File: src/rtl/rr_pkg.sv
// Shared types and helpers for the 1:N round-robin packet distributor.
package rr_pkg;

  typedef enum logic {IDLE, LOCKED} dist_state_e;

  // One-hot vectors are never narrower than a single bit.
  function automatic int unsigned oh_width(input int unsigned n);
    return (n < 1) ? 1 : n;
  endfunction

endpackage

File: src/rtl/rr_pick_free.sv
// Combinational round-robin pick: first free slot above last_grant, else lowest free slot.
module rr_pick_free #(
  parameter int unsigned N_REQ = 8
) (
  input  logic [N_REQ-1:0] free_i,
  input  logic [N_REQ-1:0] last_grant_i,
  output logic [N_REQ-1:0] grant_o
);

  logic [N_REQ-1:0] above;
  logic [N_REQ-1:0] hi;
  logic [N_REQ-1:0] hi_pick;
  logic [N_REQ-1:0] lo_pick;
  logic             seen;

  always_comb begin
    above = '0;
    seen  = 1'b0;
    for (int unsigned i = 0; i < N_REQ; i++) begin
      above[i] = seen;
      seen     = seen | last_grant_i[i];
    end
  end

  // x & -x isolates the lowest set bit.
  assign hi      = free_i & above;
  assign hi_pick = hi & (~hi + N_REQ'(1));
  assign lo_pick = free_i & (~free_i + N_REQ'(1));
  assign grant_o = (|hi) ? hi_pick : lo_pick;

endmodule

File: src/rtl/rr_distributor.sv
// 1:N round-robin packet distributor; whole packets go to one output, one register slot per output.
module rr_distributor
  import rr_pkg::*;
#(
  parameter int unsigned N_REQ = 8,
  parameter int unsigned DATAW = 64
) (
  input  logic                   clk_i,
  input  logic                   rst_ni,
  input  logic                   in_valid_i,
  output logic                   in_ready_o,
  input  logic [DATAW-1:0]       in_data_i,
  input  logic                   in_last_i,
  output logic [N_REQ-1:0]       out_valid_o,
  input  logic [N_REQ-1:0]       out_ready_i,
  output logic [N_REQ*DATAW-1:0] out_data_o,
  output logic [N_REQ-1:0]       out_last_o
);

  localparam int unsigned OhW = oh_width(N_REQ);
  // Top bit set so the first packet after reset lands on output 0.
  localparam logic [OhW-1:0] GrantRst = ~({OhW{1'b1}} >> 1);

  dist_state_e    state_q, state_d;
  logic [OhW-1:0] lock_q, lock_d;
  logic [OhW-1:0] last_grant_q, last_grant_d;
  logic [OhW-1:0] free;
  logic [OhW-1:0] pick;
  logic [OhW-1:0] target;
  logic [OhW-1:0] write;
  logic           accept;

  assign free = ~out_valid_o | out_ready_i;

  rr_pick_free #(
    .N_REQ (OhW)
  ) u_pick (
    .free_i       (free),
    .last_grant_i (last_grant_q),
    .grant_o      (pick)
  );

  always_ff @(posedge clk_i or negedge rst_ni) begin
    if (!rst_ni) begin
      state_q      <= IDLE;
      lock_q       <= '0;
      last_grant_q <= GrantRst;
    end else begin
      state_q      <= state_d;
      lock_q       <= lock_d;
      last_grant_q <= last_grant_d;
    end
  end

  always_comb begin
    state_d      = state_q;
    lock_d       = lock_q;
    last_grant_d = last_grant_q;
    unique case (state_q)
      IDLE: begin
        if (accept) begin
          if (in_last_i) begin
            last_grant_d = target;
          end else begin
            lock_d  = target;
            state_d = LOCKED;
          end
        end
      end
      LOCKED: begin
        if (accept && in_last_i) begin
          last_grant_d = lock_q;
          state_d      = IDLE;
        end
      end
      default: state_d = IDLE;
    endcase
  end

  // In IDLE pick is a free slot whenever any slot is free, so one expression covers both states.
  always_comb begin
    target     = (state_q == LOCKED) ? lock_q : pick;
    in_ready_o = rst_ni & (|(free & target));
    accept     = in_valid_i & in_ready_o;
    write      = accept ? target : '0;
  end

  for (genvar i = 0; i < N_REQ; i++) begin : g_slot
    logic             valid_q;
    logic             last_q;
    logic [DATAW-1:0] data_q;

    always_ff @(posedge clk_i or negedge rst_ni) begin
      if (!rst_ni) begin
        valid_q <= 1'b0;
        last_q  <= 1'b0;
        data_q  <= '0;
      end else if (write[i]) begin
        valid_q <= 1'b1;
        last_q  <= in_last_i;
        data_q  <= in_data_i;
      end else if (out_ready_i[i]) begin
        valid_q <= 1'b0;
      end
    end

    assign out_valid_o[i]                 = valid_q;
    assign out_last_o[i]                  = last_q;
    assign out_data_o[i*DATAW +: DATAW]   = data_q;
  end

endmodule

File: config.mk
export PLATFORM = sky130hd
export DESIGN_NAME = rr_distributor
export DESIGN_NICKNAME = d
export VERILOG_FILES = /design/src/rtl/rr_pkg.sv /design/src/rtl/rr_pick_free.sv /design/src/rtl/rr_distributor.sv
export SDC_FILE = /design/constraint.sdc
export NUM_CORES = 1
export LEC_CHECK = 0
export ABC_AREA = 1
export CORE_MARGIN = 8
export CORE_UTILIZATION = 25
export CTS_CLUSTER_SIZE = 40
export DETAILED_ROUTE_END_ITERATION = 12
export HOLD_SLACK_MARGIN = 0.02
export MAX_ROUTING_LAYER = met4
export PLACE_DENSITY = 0.57
export SKIP_LAST_GASP = 1
export SYNTH_ARGS = -nofsm -noshare
export SYNTH_HDL_FRONTEND = slang
export SYNTH_SLANG_ARGS = --single-unit
File: constraint.sdc
create_clock -name clk_i -period 5.8 [get_ports clk_i]
set_input_delay 1.16 -clock clk_i [delete_from_list [all_inputs] [get_ports clk_i]]
set_output_delay 1.16 -clock clk_i [all_outputs]
set_load 0.1 [all_outputs]
==> flow_summary_export.csv <==
group,metric,value,unit
drt,firstDrtPassIters,5,
run_status,outcome,"finished clean",
cts,cts_resized,0,
critical_path,cp_cell_sequence,"clkdlybuf4s50_1, nor2_1, inv_1, nand2_1, nand3_1, nor2_1, nand3_1, o21ai_4, nand2_1, nand2_1, nor2_1, nand2_1, nor2_1, nor2_4, buf_4, buf_12",
critical_path,critPathTopFamily,"simple AND/OR/NAND/NOR gates",
logic_synthesis,yosysWarningCount,0,
drt,vias,21289,
global_route,grt_max_degree,192,
cts,hold_buffers,0,
cells_and_area,stdcell_area,0.0321,mm2
cts,cts_setup_buffers,0,
sta,final_max_slew_viol_count,0,
cells_and_area,drive_gt1_share,5.80,%
placement,placed_area,0.0299,mm2
cells_and_area,fin_util,34.5,%
cells_and_area,fillers,9503,
sta,fin_skew,0.0179,ns
critical_path,worstPathRequired,4.64,ns
logic_synthesis,synth_common_cells,"nand2_1, dfrtp_1, nand4_1, clkbuf_1, buf_2",
logic_synthesis,synthAdderAreaFrac,0,%
global_route,grt_overflow,0,
logic_synthesis,ys_types,28,
logic_synthesis,synth-seq-area-share,58.4,%
critical_path,ff2ff_setup_slack,2.04,ns
sta,report.final.hold_viol_count,0,
logic_synthesis,synth_ff_type,"dfrtp_1",
logic_synthesis,synth-xor-area-share,0,%
min_path,min_from,"g_slot[1].data_q[19]",
critical_path,criticalPathCategory,"input port to output port",
floorplanning,core-area,0.0929,mm2
critical_path,cp-startpoint,"out_ready_i[4]",
logic_synthesis,yosys-top-cells-area,"dfrtp_1, nand2_1, nand4_1, clkbuf_1, buf_4",
critical_path,cp.arrival,3.68,ns
logic_synthesis,yosys.area_share.simple,33.8,%
global_route,grt_antenna_before_repair,2,
critical_path,cp_max_fo,6,
cts,cts_tree,"built",
placement,port_buffers,604,
cts,clock-sinks,544,
logic_synthesis,synth_most_common_cell,"nand2_1",
logic_synthesis,ys_seq_elements,544,
cells_and_area,antenna_cells,0,
floorplanning,num_rows,112,
sta,setup-violations-final,0,
critical_path,critPathBufInv,4,
drt,finalWirelength,102,mm
drt,wl_per_cell,23.6,um
cells_and_area,layout.nets,3085,
logic_synthesis,async_flop_share,100,%
critical_path,max_stage_delay,0.40,ns
critical_path,cp_slowest_cell,"clkdlybuf4s50_1",
cts,cts_buffer_depth,3,
critical_path,regToRegEndpoint,"g_slot[4].data_q[14]",
cells_and_area,area_delta_synth_final,37.5,%
logic_synthesis,syn_inst,2605,
placement,hpwlAfterDp,64.9,mm
critical_path,rr_worst_depth,18,
floorplanning,die_h,321,um
cts,htreeDepth,3,
logic_synthesis,netlist.area_leader.share,58.4,%
sta,rsz0062_at_grt,"false",
logic_synthesis,synthesis.area,0.0233,mm2
floorplanning,start_util,25.1,%
cts,clock_latency,0.60,ns
logic_synthesis,syn_area_per_cell,8.95,um2
sta,fin_setup_tns,0,ns
logic_synthesis,synth_top_family_by_area,"simple AND/OR/NAND/NOR gates",
min_path,hold_class,"register to register",
sta,finalCritPeriodShare,83.4,%
drt,drt_iter0_drc,2239,
sta,maxSlewHeadroom,21.4,%
logic_synthesis,synth-compound-area-share,0.301,%
critical_path,worstSetupPathDepth,16,
logic_synthesis,synth_edf_count,0,
drt,via_per_inst,4.94,
logic_synthesis,syn_nets,2681,
critical_path,crit_end,"in_ready_o",
floorplanning,die_x,321,um
global_route,grt_pass1_wl,148,mm
sta,max_clock_freq,207,MHz
drt,remaining_drc_errors,0,
cts,cts_buffers,66,
global_route,grt_use_total,19.3,%
cts,root_buffer,"clkbuf_16",
floorplanning,die_area,0.103,mm2
floorplanning,pin_count,605,
placement,place_congestion,0.865,
sta,worstMarginPinSlew,1.17,ns
critical_path,worst_setup_path_start_kind,"input port",
logic_synthesis,synthMuxAreaShare,0,%
sta,min_period,4.84,ns
drt,ant_nets,0,
global_route,grt_pass1_vias,20756,
critical_path,endpoint_kind,"output port",
cts,clk_pin_slew,0.06,ns
critical_path,worstReg2RegStart,"g_slot[4].valid_q",
logic_synthesis,yosysTopAreaCell,"dfrtp_1",
job,cap_violations,0,
-- sequential cells by signal (all words and copies together) (netlist names), named ones only --
name and cells:
last_grant_q 7, g_slot.valid_q 8, lock_q 8, g_slot.last_q 8, g_slot.data_q 512
-- metrics by stage --
| step | setup slack, ns | std cells | hold WS (ns) |
|---|---|---|---|
| 2_1_floorplan | 1.67 | 2605 | 0.442 |
| 3_3_place_gp | 0.990 | 4195 | 0.462 |
| 3_5_place_dp | 0.877 | 4195 | 0.465 |
| 4_1_cts | 1.01 | 4307 | 0.481 |
| 5_1_grt | 0.727 | 4307 | 0.490 |
| 6_report | 0.960 | 4307 | 0.475 |
-- final cells by class --
cell class | instances | area (um2) | share of cell area (%)
Clock buffer | 91 | 1910 | 5.95
Timing Repair Buffer | 649 | 6530 | 20.4
Multi-Input combinational cell | 1720 | 8090 | 25.2
Sequential cell | 544 | 13600 | 42.5
Tap cell | 1254 | 1570 | 4.89
Clock inverter | 21 | 254 | 0.792
Inverter | 28 | 105 | 0.328
-- routing by layer --
layer  track usage (%)  up-vias  share of wire [%]
met2              30.1      881                 47
met1              24.3    10704                 42
met4              6.59        0                3.4
li1                  -     9548                  -
met3              4.88      156                7.9
met5                 -        -                  0
-- layout by cell type (no fill, tap or decap), types with 2 or more instances in the layout --
master	n
buf_12	12
nand4_4	8
clkinv_2	8
buf_4	38
inv_6	5
clkbuf_1	10
a21oi_1	5
nand2_4	6
buf_8	2
clkinv_4	2
bufinv_16	4
clkinv_8	2
nand2_1	1115
nor2_1	20
nor2_2	2
nor2_4	2
inv_1	28
clkbuf_16	67
dfrtp_1	544
clkbuf_8	14
nand3_1	17
nand4_1	534
clkdlybuf4s50_1	597
-- worst register-to-register path: stages, from the launching register on --
cell and delay [ns]:
dfrtp_1 0.37, inv_1 0.05, nor2_1 0.28, inv_1 0.20
nand2_1 0.16, nand3_1 0.08, nor2_1 0.12, nand3_1 0.19
o21ai_4 0.23, nand2_1 0.07, nand2_1 0.09, nor2_1 0.04
nand2_1 0.06, nor2_1 0.06, nor2_4 0.19, buf_12 0.43
buf_4 0.81, nand4_1 0.16, nand2_1 0.10
-- how the worst min path moves through the flow --
| stage | endpoint | slack (ns) | cells past startpoint |
|---|---|---|---|
| floorplan | lock_q[1] | 0.44 | 2 |
| global placement | g_slot[7].data_q[59] | 0.46 | 2 |
| detailed placement | g_slot[2].data_q[29] | 0.46 | 2 |
| CTS | g_slot[2].data_q[48] | 0.48 | 2 |
| global route | g_slot[7].data_q[3] | 0.49 | 2 |
| finish | g_slot[1].data_q[19] | 0.48 | 2 |
-- kinds of logic (layout without fill, tap and decap cells) --
kind of cell	count (synthesis)	in the layout
buffers and inverters	341	789
and+or+nand+nor	1709	1709
AOI/OAI and AO/OA	11	11
DFF	544	544
Power is not shown: default switching activity piles up to over one toggle a cycle in this logic, so the estimate is an artifact.
